==> config.mk <==
export PLATFORM = sky130hd
export DESIGN_NAME = regbank_wr_arb
export DESIGN_NICKNAME = d
export VERILOG_FILES = /design/src/rtl/regbank_wr_arb.sv
export SDC_FILE = /design/constraint.sdc
export NUM_CORES = 1
export LEC_CHECK = 0
export CAP_MARGIN = 30
export CORE_UTILIZATION = 42
export CTS_CLUSTER_SIZE = 8
export DETAILED_ROUTE_END_ITERATION = 6
export PLACE_DENSITY = 0.9
export SLEW_MARGIN = 5
export SYNTH_ARGS = -nofsm -noshare
export SYNTH_HDL_FRONTEND = slang
export SYNTH_SLANG_ARGS = --single-unit
==> constraint.sdc <==
create_clock -name clk -period 7.05 [get_ports clk]
set_input_delay 1.0575 -clock clk [delete_from_list [all_inputs] [get_ports clk]]
set_output_delay 1.0575 -clock clk [all_outputs]
set_load 0.03 [all_outputs]
==> src/rtl/regbank_wr_arb.sv <==
// regbank_wr_arb: round-robin arbiter sharing the single write port
// (write/dr/wrData) of the register bank among NREQ requesters, with an
// optional lock that lets one requester hold the port for up to MAXLOCK
// consecutive beats. Write outputs are registered and feed the bank directly.
//
// Handshake: requester i offers a beat by raising req_valid[i] with req_dr /
// req_data / req_lock stable. The beat is accepted in the cycle where
// req_valid[i] & req_ready[i] is 1; req_ready is combinational, one-hot or
// zero, and never depends on req_lock. The accepted beat appears on the bank
// port one cycle later (write=1 with dr/wrData).
module regbank_wr_arb #(
  parameter int NREQ    = 4,
  parameter int DW      = 32,
  parameter int AW      = 2,
  parameter int MAXLOCK = 4
) (
  input  logic                 clk,
  input  logic                 rst_n,
  input  logic                 arb_en,
  input  logic [NREQ-1:0]      req_valid,
  input  logic [NREQ-1:0]      req_lock,
  input  logic [NREQ*AW-1:0]   req_dr,
  input  logic [NREQ*DW-1:0]   req_data,
  output logic [NREQ-1:0]      req_ready,
  output logic                 write,
  output logic [AW-1:0]        dr,
  output logic [DW-1:0]        wrData,
  output logic [2:0]           grant_id,
  output logic                 locked,
  output logic [15:0]          wr_count,
  output logic                 dbg_state
);

  // Pointer width; a single requester still gets a 1-bit index.
  localparam int PW  = (NREQ > 1) ? $clog2(NREQ) : 1;
  localparam int PW1 = PW + 1;
  localparam logic [PW-1:0] LAST_IDX = PW'(NREQ - 1);
  localparam logic [3:0]    LOCK_MAX = 4'(MAXLOCK);
  // With MAXLOCK=1 a lock could never extend past its first beat.
  localparam bit            LOCK_OK  = (MAXLOCK > 1);

  typedef enum logic {
    ST_ARB  = 1'b0,
    ST_LOCK = 1'b1
  } state_t;

  state_t          state;
  state_t          state_nxt;
  logic [PW-1:0]   rr_ptr;
  logic [PW-1:0]   cur_id;
  logic [PW-1:0]   win_idx;
  logic [PW-1:0]   sel;
  logic [PW:0]     cand;
  logic [3:0]      lock_cnt;
  logic            found;
  logic            accept;
  logic [AW-1:0]   sel_dr;
  logic [DW-1:0]   sel_data;

  // dbg_state is 1 while a lock burst owns the port.
  assign dbg_state = state;
  assign accept    = |req_ready;

  // Round-robin search: first valid requester at or above rr_ptr, wrapping.
  always_comb begin
    found   = 1'b0;
    win_idx = '0;
    cand    = '0;
    for (int k = 0; k < NREQ; k++) begin
      cand = {1'b0, rr_ptr} + PW1'(k);
      if (cand >= PW1'(NREQ)) begin
        cand = cand - PW1'(NREQ);
      end
      if (!found && req_valid[cand[PW-1:0]]) begin
        found   = 1'b1;
        win_idx = cand[PW-1:0];
      end
    end
  end

  // FSM outputs: ready vector and the selected requester for this cycle.
  always_comb begin
    req_ready = '0;
    sel       = win_idx;
    if (state == ST_LOCK) begin
      sel               = cur_id;
      req_ready[cur_id] = arb_en & req_valid[cur_id];
    end else if (arb_en && found) begin
      req_ready[win_idx] = 1'b1;
    end
  end

  // Pick the selected requester's destination register and data.
  always_comb begin
    sel_dr   = '0;
    sel_data = '0;
    for (int i = 0; i < NREQ; i++) begin
      if (sel == PW'(i)) begin
        sel_dr   = req_dr[i*AW +: AW];
        sel_data = req_data[i*DW +: DW];
      end
    end
  end

  // Next state: enter LOCK on a locked grant, leave on unlock, limit or bubble.
  always_comb begin
    state_nxt = state;
    case (state)
      ST_ARB: begin
        if (accept && req_lock[sel] && LOCK_OK) begin
          state_nxt = ST_LOCK;
        end
      end
      ST_LOCK: begin
        // With arb_en low everything freezes so the burst can resume.
        if (arb_en) begin
          if (!req_valid[cur_id]) begin
            state_nxt = ST_ARB;
          end else if (!req_lock[cur_id] || (lock_cnt + 4'd1 == LOCK_MAX)) begin
            state_nxt = ST_ARB;
          end
        end
      end
      default: state_nxt = ST_ARB;
    endcase
  end

  // State register.
  always_ff @(posedge clk) begin
    if (!rst_n) begin
      state <= ST_ARB;
    end else begin
      state <= state_nxt;
    end
  end

  // Round-robin pointer (advanced only by ARB grants) and lock beat counter.
  always_ff @(posedge clk) begin
    if (!rst_n) begin
      rr_ptr   <= '0;
      lock_cnt <= '0;
    end else if (accept) begin
      if (state == ST_ARB) begin
        rr_ptr   <= (win_idx == LAST_IDX) ? '0 : win_idx + PW'(1);
        lock_cnt <= (state_nxt == ST_LOCK) ? 4'd1 : 4'd0;
      end else begin
        lock_cnt <= (state_nxt == ST_LOCK) ? lock_cnt + 4'd1 : 4'd0;
      end
    end else if (state == ST_LOCK && state_nxt == ST_ARB) begin
      lock_cnt <= '0;
    end
  end

  // Registered bank write port, owner id, lock flag and beat counter.
  always_ff @(posedge clk) begin
    if (!rst_n) begin
      write    <= 1'b0;
      dr       <= '0;
      wrData   <= '0;
      grant_id <= '0;
      cur_id   <= '0;
      locked   <= 1'b0;
      wr_count <= '0;
    end else begin
      write  <= accept;
      locked <= (state_nxt == ST_LOCK);
      if (accept) begin
        dr       <= sel_dr;
        wrData   <= sel_data;
        grant_id <= 3'(sel);
        cur_id   <= sel;
        wr_count <= wr_count + 16'd1;
      end
    end
  end

  // Structural invariants of the grant logic.
  a_ready_onehot : assert property (@(posedge clk) disable iff (!rst_n)
    $onehot0(req_ready));
  a_lock_bound : assert property (@(posedge clk) disable iff (!rst_n)
    lock_cnt <= LOCK_MAX);

endmodule

==> results.md, run 1 <==
* Cell Rows at 33
* Wirelength per Cell at ~19 um
* Post-CTS setup buffers at 0
* Kind of critical path: in2out
* Share of the synthesized area in the top cell type at 33.7%
* Final Cell Area at ~5800 um2
* Number of DRC markers in iteration 0 at about 120
* Final worst-path cycle share at 63.5%
* Non-Filler Instances at 618
* Gpl congestion at 0.835
* Vias at 3469
* First drt pass iteration count at 5
* Max frequency at 0.223 GHz
* Post-DP HPWL at 9.19 mm
* Slew at the pin closest to its max-slew limit at 732 ps
* Die Height at 94.2 um
* Mean post-synth cell area at approximately 11 um2
* Clk slew on worst S/H paths at approximately 60 ps
* Syn_nets at 465
* Max H-tree Level at 3
* CTS buffer count at 9
* Largest area contributor in the netlist: dfxtp_1
* DR vias/cell at 5.61
* Mapped Cells at 311
* Power per cell area at roughly 230 nW/um2
* Proportion of layout cells with a drive suffix above 1 at 10.3%
* Sequential area share after synthesis at 33.7%
* Unrepaired setup endpoints after global routing: false
* Post-synthesis async set-or-reset flop share at 0%
* # port buffers at 205
* FILL cells at approximately 580
* Max-Cap Viols at 0
* Most frequent CP cell: clkdlybuf4s50_1
* Max incr delay on CP at 610 ps
* Final Max Slew Viols at 0
* Final setup fails at 0
* # DRC at 0
* IO Pins at 207
* Most numerous cell in the Yosys netlist: dfxtp_1
* Core region area at 8220 um2
* Critical Path Slowest Stage Cell: clkdlybuf4s50_1
* Pin count of the biggest net entering global routing at 37
* Clock sinks at 60
* Worst EP required at roughly 6000 ps
* Ys Warns at 0
* HP Class: reg2reg
* Ordered list of cells on the worst path: clkdlybuf4s50_1, a21boi_2, o32ai_2, nor2_1, inv_1, ha_1, a32o_1, clkdlybuf4s50_1
* Setup TNS at 0 ps
* Final Hold Fails at 0
* Hold Buf Count CTS at 0
* Initial Util at 43.4%
* Startpoint Class: primary input
* Post-synth EDFFs at 0
* GR Overflow Total at 0
* Commonest cells post-synth: dfxtp_1 (60), a22o_1 (34), nor2_1 (23), mux4_2 (20), nand2_1 (20)
* Setup Skew at 6.85 ps
* Vias in the first global route at 3344
* Worst setup EP type: primary output
* Initial antenna violation count at 0
* CP max FO at 8
* Largest cells by area after synthesis: dfxtp_1 (34%), mux4_2 (13%), mux4_1 (11%)
* Clk buf depth at 2
* Outcome: finished, final reports clean
* CTS tree: yes
* Final Net Count at 663
* CTS root buf: clkbuf_8
* Synthesized cell area at 3570 um2
* Ant diodes at 0
* Leak Pwr at 0.00212 uW
* Area Overhead vs Synth at 62.8%
* Global-route wire length before repair at approximately 17 mm
* Critical Path AT at 3420 ps
* Yosys cell types at 55
* Slew headroom at about half
* Antenna-violating nets left at 0
* Die area at between 8000 and 9000 um2
* Clock period minus final worst setup slack at 4480 ps
* Die width at 94.2 um
* Total track usage at 25.7%
* Cts repair resizes at 0
* Post-synthesis register bit count at 60
* Area after DPL at 5610 um2
* Placed insts at about 600
* Synth Flop Type: dfxtp_1
* Reg2reg setup slack at 3780 ps
* Worst-Skew Late Latency at 330 ps
* Post-Route WL at 11.7 mm
* Max IR drop VDD at 0.158 mV
-- layout make-up --
class / count / area (um2) / share of cell area [%]
multi-input combinational: 219 / 2170 / 37.3
timing repair buffer: 209 / 2090 / 36.0
sequential: 60 / 1200 / 20.7
tap: 105 / 131 / 2.26
clock buffer: 10 / 128 / 2.20
clock inverter: 5 / 53.8 / 0.926
inverter: 10 / 37.5 / 0.646
-- critical path, delay by kind of cell --
kind	cells	cell delay (ps)
buffers and inverters	3	1310
and+or+nand+nor	1	270
AOI/OAI and AO/OA	3	560
adders and majority gates	1	220
-- where the power goes --
group	internal (uW)	total, uW	switching, uW
logic	309	603	294
clock network	160	290	130
registers	390	431	41.8
total	858	1320	466
-- stage by stage --
| step | hold slack [ps] | setup slack (ps) | utilization [%] | total power, uW |
|---|---|---|---|---|
| floorplan | 482 | 3680 | - | 815 |
| global placement | 460 | 2620 | 68.3 | 1030 |
| detailed placement | 463 | 2520 | 68.3 | 1040 |
| CTS | 482 | 2560 | 70.5 | 1330 |
| global route | 504 | 2390 | 70.7 | 1380 |
| finish | 475 | 2570 | 70.7 | 1320 |
-- kinds of logic after synthesis --
group,Yosys count,synth area share (%)
AO/OA/AOI/OAI,72,17.0
XOR/XNOR,13,3.19
adder cells (fa/ha/maj),7,2.45
buffers and inverters,32,5.79
flip-flops,60,33.7
multiplexers,39,24.9
other,1,0.105
AND/OR/NAND/NOR,87,12.9
-- registers in the layout, summed over array words and instances (netlist names) --
signal,cells
wr_count,16
lock_cnt,4
rr_ptr,2
locked,1
write,1
grant_id,2
wrData,32
dr,2
-- path summary, 6_finish.rpt --
path	startpoint	end	cells past startpoint
worst min-delay path	wrData[3]	wrData[3]	1
worst max-delay path	req_valid[1]	req_ready[2]	8
worst min register to register	wrData[3]	wrData[3]	1
worst max register to register	rr_ptr[1]	wr_count[7]	11
-- per-layer routing --
layer | share of wire, % | track usage [%] | up-vias
li1 | - | - | 1616
met1 | 38 | 28.2 | 1711
met2 | 53 | 47.6 | 128
met3 | 6.5 | 6.88 | 14
met4 | 1.8 | 7.69 | 0
met5 | 0 | 0 | -
-- layout by cell type, fill, tap and decap left out, types with 2 or more instances in the layout --
cell / count
xnor2_1: 10
nor2_1: 23
nor3_1: 4
nand3_1: 9
clkinv_2: 3
buf_4: 3
or4_1: 2
nor4_1: 5
mux4_2: 20
ha_1: 7
mux2i_1: 3
or3_1: 2
a21o_1: 2
a32o_1: 2
nor2b_1: 2
and3_1: 4
nand4_1: 4
nand2b_1: 2
mux4_1: 15
nand3_2: 2
o21ai_1: 2
inv_1: 9
xor2_1: 3
and2_1: 2
a22o_1: 34
dfxtp_1: 60
a21oi_1: 10
clkdlybuf4s50_1: 205
o21ai_0: 5
nand2_1: 20
o21a_1: 2
clkbuf_8: 9
o31ai_4: 3
Note: power is estimated with default switching activity, not from simulation.
==> inputs of run 2 (changes only) <==
--- a/config.mk
+++ b/config.mk
@@ -6,10 +6,10 @@
 export NUM_CORES = 1
 export LEC_CHECK = 0
 export CAP_MARGIN = 30
-export CORE_UTILIZATION = 42
+export CORE_UTILIZATION = 39
 export CTS_CLUSTER_SIZE = 8
 export DETAILED_ROUTE_END_ITERATION = 6
-export PLACE_DENSITY = 0.9
+export PLACE_DENSITY = 0.84
 export SLEW_MARGIN = 5
 export SYNTH_ARGS = -nofsm -noshare
 export SYNTH_HDL_FRONTEND = slang
==> constraint.sdc (replaced) <==
create_clock -name clk -period 4.6 [get_ports clk]
set_input_delay 0.69 -clock clk [delete_from_list [all_inputs] [get_ports clk]]
set_output_delay 0.69 -clock clk [all_outputs]
set_load 0.03 [all_outputs]
==> results.md, run 2 (synthesis results as in run 1) <==
* Outcome: complete, but fails checks (was finished, final reports clean)
* Failing checks: design-rule violations
* Worst-Skew Late Latency at 340 ps (was 330 ps)
* Worst hold path startpoint: wrData[29] (was wrData[3])
* Kind of critical path: in2out (unchanged)
* Power per cell area at 371 nW/um2 (was 228 nW/um2)
* Core region area at 8810 um2 (was 8220 um2)
* Clock power frac at 27.2% (was 21.9%)
* # DRC at 36 (was 0)
* Sequential cell area at 1200 um2 (unchanged)
* Die area at 9540 um2 (was 8870 um2)
* FILL cells at 661 (was 575)
* Clock sinks at 60 (unchanged)
* Gpl congestion at 0.875 (was 0.835)
* Setup Skew at 4.20 ps (was 6.85 ps)
* FF-to-FF path depth at 11 (unchanged)
* Post-DP HPWL at 9.14 mm (was 9.19 mm)
* Clock period minus final worst setup slack at 3800 ps
* Max IR drop VDD at 0.411 mV (was 0.158 mV)
* Unrepaired setup endpoints after global routing: false (unchanged)
* DR vias/cell at 5.59 (was 5.61)
* Logic pwr share at 42.5% (was 45.5%)
* Final setup fails at 0 (unchanged)
* Final Net Count at 662 (was 663)
* Hold Buf Count CTS at 0 (unchanged)
* Max-Cap Viols at 0 (unchanged)
* Total track usage at 25.2% (was 25.7%)
* Worst R2R Start: rr_ptr[1] (unchanged)
* Startpoint Class: primary input (unchanged)
* Reg-to-reg endpoint: wr_count[12] (was wr_count[7])
* Post-CTS setup buffers at 0 (unchanged)
* Number of DRC markers in iteration 0 at 139 (was 124)
* Proportion of layout cells with a drive suffix above 1 at 10.5% (was 10.3%)
* Cts repair resizes at 0 (unchanged)
* Switching Fraction at 33.8% (was 35.2%)
* Initial antenna violation count at 0 (unchanged)
* Final Hold Fails at 0 (unchanged)
* CTS root buf: clkbuf_8 (unchanged)
* HP Class: reg2reg (unchanged)
* Worst EP required at 3910 ps (was 5990 ps)
* CP max FO at 8 (unchanged)
* First drt pass iteration count at 7 (was 5)
* Worst setup EP type: primary output (unchanged)
* Final worst-path cycle share at 82.6%
* Initial Util at 40.5% (was 43.4%)
* CTS tree: yes (unchanged)
* Global-route wire length before repair at 18.7 mm (was 17.3 mm)
* Vias in the first global route at 3502 (was 3344)
* Worst Hold Endpoint: wrData[29] (was wrData[3])
* Placed insts at 605 (was 602)
* Die Height at 97.7 um (was 94.2 um)
* Hold Path Cell Cnt at 1 (unchanged)
* Multi-input gate area at 2170 um2 (unchanged)
* Cell Rows at 34 (was 33)
* Max H-tree Level at 3 (unchanged)
* Area Overhead vs Synth at 64.8% (was 62.8%)
* IO Pins at 207 (unchanged)
* Reg2reg setup slack at 1280 ps (was 3780 ps)
* CTS buffer count at 9 (unchanged)
* Antenna-violating nets left at 0 (unchanged)
* Post-Route WL at 12.0 mm (was 11.7 mm)
* Pin count of the biggest net entering global routing at 37 (unchanged)
* Setup TNS at 0 ps (unchanged)
* Largest registers: wrData: 32 flops, wr_count: 16 flops, lock_cnt: 4 flops (unchanged)
* Slew at the pin closest to its max-slew limit at 753 ps (was 732 ps)
* Most common cell after layout, fill and taps aside: clkdlybuf4s50_1 (unchanged)
* Largest register FFs at 32 (unchanged)
* Internal power at 1440 uW (was 858 uW)
* Biggest register: wrData (unchanged)
* Max frequency at 0.263 GHz
* Final Max Slew Viols at 0 (unchanged)
* Vias at 3474 (was 3469)
* Slew headroom at 49.8% (was 51.1%)
* Ant diodes at 0 (unchanged)
* Non-Filler Instances at 621 (was 618)
* Most frequent cells in the layout: clkdlybuf4s50_1 (205), dfxtp_1 (60), a22o_1 (34), nor2_1 (23) (unchanged)
* Sequential share of power at 30.4% (was 32.6%)
* GR Overflow Total at 0 (unchanged)
* # port buffers at 205 (unchanged)
* NetSw at 736 uW (was 466 uW)
* Clk buf depth at 2 (unchanged)
* Critical Path AT at 3110 ps (was 3420 ps)
* Die width at 97.7 um (was 94.2 um)
* Clk slew on worst S/H paths at 70 ps (was 60 ps)
* Leak Pwr at 0.00215 uW (was 0.00212 uW)
* Wirelength per Cell at 19.3 um (was 19.0 um)
run 2: cell count changes in the layout (fill, tap and decap cells not counted), sizes merged:
cell / delta
clkinvlp: +1
clkinv: -2
bufinv: +2
buf: -1
run 2: worst max-delay path by stage:
stage	slack, ps	cells after the start	end	from
after floorplan	1600	13	wrData[11]	req_valid[0]
after global placement	650	12	wr_count[14]	req_valid[1]
after detailed placement	510	12	wr_count[12]	req_valid[1]
after CTS	790	8	req_ready[2]	req_valid[1]
after global routing	600	12	wr_count[9]	req_valid[1]
final	800	8	req_ready[2]	req_valid[1]
run 2: cell type report:
type	instances	area share [%]
clock buffer	10	2.34
clock inverter	6	1.89
inverter	10	0.638
multi-input combinational	219	36.9
sequential	60	20.4
tap	108	2.30
timing repair buffer	208	35.5
run 2: critical path, cell delays in order:
cell and delay [ps]:
clkdlybuf4s50_1 630, a21boi_2 230, o32ai_2 120, nor2_1 270, inv_1 110, ha_1 230
a32o_1 220, clkdlybuf4s50_1 600
run 2: power groups by stage:
stage | Sequential, uW | Clock (uW) | Combinational [uW]
after global placement | 667 | 0 | 908
after detailed placement | 672 | 0 | 923
after CTS | 661 | 602 | 930
after global routing | 671 | 624 | 976
after floorplan | 794 | 0 | 454
final | 661 | 592 | 926
run 2: per-layer routing:
layer	vias up	part of all wire, %	global-route usage [%]
met5	-	0	0
met4	0	2.4	8.62
met3	24	8.0	7.84
met2	151	51	45.4
met1	1678	38	27.8
li1	1621	-	-
run 2: per-stage QoR:
stage	utilization, %	cell area [um2]	hold slack, ps	total power, uW	setup slack, ps
4_1_cts	66.8	5880	483	2190	795
5_1_grt	66.8	5880	496	2270	595
6_report	66.8	5880	478	2180	800
2_1_floorplan	-	3570	482	1250	1600
3_5_place_dp	63.9	5630	464	1600	506
3_3_place_gp	63.9	5630	458	1570	651
==> inputs of run 3 (changes only) <==
--- a/config.mk
+++ b/config.mk
@@ -6,10 +6,10 @@
 export NUM_CORES = 1
 export LEC_CHECK = 0
 export CAP_MARGIN = 30
-export CORE_UTILIZATION = 39
+export CORE_UTILIZATION = 35
 export CTS_CLUSTER_SIZE = 8
 export DETAILED_ROUTE_END_ITERATION = 6
-export PLACE_DENSITY = 0.84
+export PLACE_DENSITY = 0.8
 export SLEW_MARGIN = 5
 export SYNTH_ARGS = -nofsm -noshare
 export SYNTH_HDL_FRONTEND = slang
==> constraint.sdc (replaced) <==
create_clock -name clk -period 3.2 [get_ports clk]
set_input_delay 0.48 -clock clk [delete_from_list [all_inputs] [get_ports clk]]
set_output_delay 0.48 -clock clk [all_outputs]
set_load 0.03 [all_outputs]
==> results.md, run 3 (synthesis results as in run 1) <==
* Outcome: finished, final reports clean (was complete, but fails checks)
* Power per cell area at 513 nW/um2 (was 371 nW/um2)
* Sequential cell area at 1200 um2 (unchanged)
* Final Net Count at 682 (was 662)
* Cts repair resizes at 3 (was 0)
* IO Pins at 207 (unchanged)
* Kind of critical path: in2reg (was in2out)
* Final Hold Fails at 0 (unchanged)
* Initial Util at 36.3% (was 40.5%)
* Max frequency at around 0.33 GHz
* Ordered list of cells on the worst path: clkdlybuf4s50_1, inv_1, o32ai_2, nor2_1, buf_4, ha_1, or4_1, nand3_2, and2_1, buf_4, o21a_1, o21ai_1, a21oi_1 (was clkdlybuf4s50_1, a21boi_2, o32ai_2, nor2_1, inv_1, ha_1, a32o_1, clkdlybuf4s50_1)
* Final worst-path cycle share at 94.8%
* DR vias/cell at 5.23 (was 5.59)
* Biggest register: wrData (unchanged)
* Clock sinks at 60 (unchanged)
* Total track usage at 21.8% (was 25.2%)
* Hold Buf Count CTS at 0 (unchanged)
* Hold Path Cell Cnt at 1 (unchanged)
* GR Overflow Total at 0 (unchanged)
* Clock period minus final worst setup slack at around 3000 ps
* Pin count of the biggest net entering global routing at 37 (unchanged)
* FILL cells at 836 (was 661)
* Cell Rows at 36 (was 34)
* Clk buf depth at 2 (unchanged)
* Gpl congestion at 0.919 (was 0.875)
* Max-Cap Viols at 0 (unchanged)
* Max incr delay on CP at 550 ps (was 630 ps)
* Reg2reg setup slack at 340 ps (was 1280 ps)
* Unrepaired setup endpoints after global routing: false (unchanged)
* Area Overhead vs Synth at 70.9% (was 64.8%)
* Final setup fails at 0 (unchanged)
* Reg-to-reg endpoint: lock_cnt[3] (was wr_count[12])
* Multi-input gate area at 2170 um2 (unchanged)
* Worst setup EP type: register (was primary output)
* Most common cell after layout, fill and taps aside: clkdlybuf4s50_1 (unchanged)
* Worst EP required at 3460 ps (was 3910 ps)
* Number of DRC markers in iteration 0 at 77 (was 139)
* Worst R2R Start: rr_ptr[1] (unchanged)
* Most frequent cells in the layout: clkdlybuf4s50_1 (199), dfxtp_1 (60), a22o_1 (34), nor2_1 (23) (was clkdlybuf4s50_1 (205), dfxtp_1 (60), a22o_1 (34), nor2_1 (23))
* HP Class: reg2reg (unchanged)
* Tot Pwr at 3130 uW (was 2180 uW)
* Initial antenna violation count at 0 (unchanged)
* Setup Skew at 12.1 ps (was 4.20 ps)
* Worst-Skew Late Latency at 350 ps (was 340 ps)
* Worst hold path startpoint: wrData[16] (was wrData[29])
* # port buffers at 205 (unchanged)
* Final Max Slew Viols at 0 (unchanged)
* Vias in the first global route at 3584 (was 3502)
* # DRC at 0 (was 36)
* First drt pass iteration count at 4 (was 7)
* CTS buffer count at 9 (unchanged)
* Most frequent CP cell: buf_4 (was clkdlybuf4s50_1)
* Critical Path Slowest Stage Cell: or4_1 (was clkdlybuf4s50_1)
* CTS tree: yes (unchanged)
* Hold Slack at 481 ps (was 478 ps)
* Slew headroom at 56.5% (was 49.8%)
* Slew at the pin closest to its max-slew limit at 652 ps (was 753 ps)
* CTS root buf: clkbuf_8 (unchanged)
* Clk slew on worst S/H paths at 70 ps (about the same)
* FF-to-FF path depth at 12 (was 11)
* Startpoint Class: primary input (unchanged)
* Critical Path AT at 3290 ps (was 3110 ps)
* Ant diodes at 0 (unchanged)
* Vias at 3480 (was 3474)
* Proportion of layout cells with a drive suffix above 1 at 13.9% (was 10.5%)
* Post-Route WL at 11.8 mm (was 12.0 mm)
* Worst Hold Endpoint: wrData[16] (was wrData[29])
* Max H-tree Level at 3 (unchanged)
* Max IR drop VDD at 0.439 mV (was 0.411 mV)
* Largest register FFs at 32 (unchanged)
* Post-CTS setup buffers at 0 (unchanged)
* Setup TNS at 0 ps (unchanged)
* Antenna-violating nets left at 0 (unchanged)
* CP max FO at 8 (unchanged)
* Largest registers: wrData: 32 flops, wr_count: 16 flops, lock_cnt: 4 flops (unchanged)
* Global-route wire length before repair at 17.7 mm (was 18.7 mm)
* Die area at 10600 um2 (was 9540 um2)
* Post-DP HPWL at 9.17 mm (was 9.14 mm)
* Leak Pwr at 0.00228 uW (was 0.00215 uW)
* Wirelength per Cell at 17.8 um (was 19.3 um)
* Die width at 103 um (was 97.7 um)
* Core region area at 9820 um2 (was 8810 um2)
* Die Height at 103 um (was 97.7 um)
==> run 3: cell type report <==
cell class                      instances  area share (%)
Sequential cell                        60            19.7
Multi-Input combinational cell        219            35.6
Clock buffer                           11            2.48
Clock inverter                          4            1.19
Timing Repair Buffer                  228            37.7
Tap cell                              133            2.73
Inverter                               10           0.616
==> run 3: worst max-delay path by stage <==
stage / depth (start not counted) / from / to
after floorplan: 13 / req_valid[0] / wrData[11]
after global placement: 13 / req_valid[1] / wr_count[5]
after detailed placement: 13 / req_valid[1] / wr_count[12]
after CTS: 13 / req_valid[1] / lock_cnt[3]
after global routing: 13 / req_valid[2] / wr_count[7]
final: 13 / req_valid[2] / lock_cnt[3]
==> run 3: power by group <==
group	leakage [uW]	internal (uW)	switching [uW]
logic	0.00168	753	667
clock network	0.000111	475	299
registers	0.000490	858	78.1
total	0.00228	2090	1040
==> run 3: critical path, delay by kind of cell <==
kind / cells / cell delay [ps]
simple gates: 4 / 1060
buf+inv: 4 / 950
compound gates: 4 / 600
fa+ha+maj: 1 / 200
==> run 3: metrics by stage <==
step	instance area, um2	std cells	worst slack, ps	util [%]
finish	6100	665	168	62.1
global route	6100	665	21.1	62.1
detailed placement	5870	650	-279	59.8
global placement	5870	650	-138	59.8
CTS	6090	665	76.4	62.0
floorplan	3570	311	412	-
==> run 3: layer usage <==
metal	GRT usage (%)	share of wire [%]	up-vias	wire length [um]
li1	-	-	1656	-
met1	23.4	38	1662	4530
met2	41.0	52	148	6200
met3	7.05	8.2	14	965
met4	5.42	1.2	0	144
met5	0	0	-	0
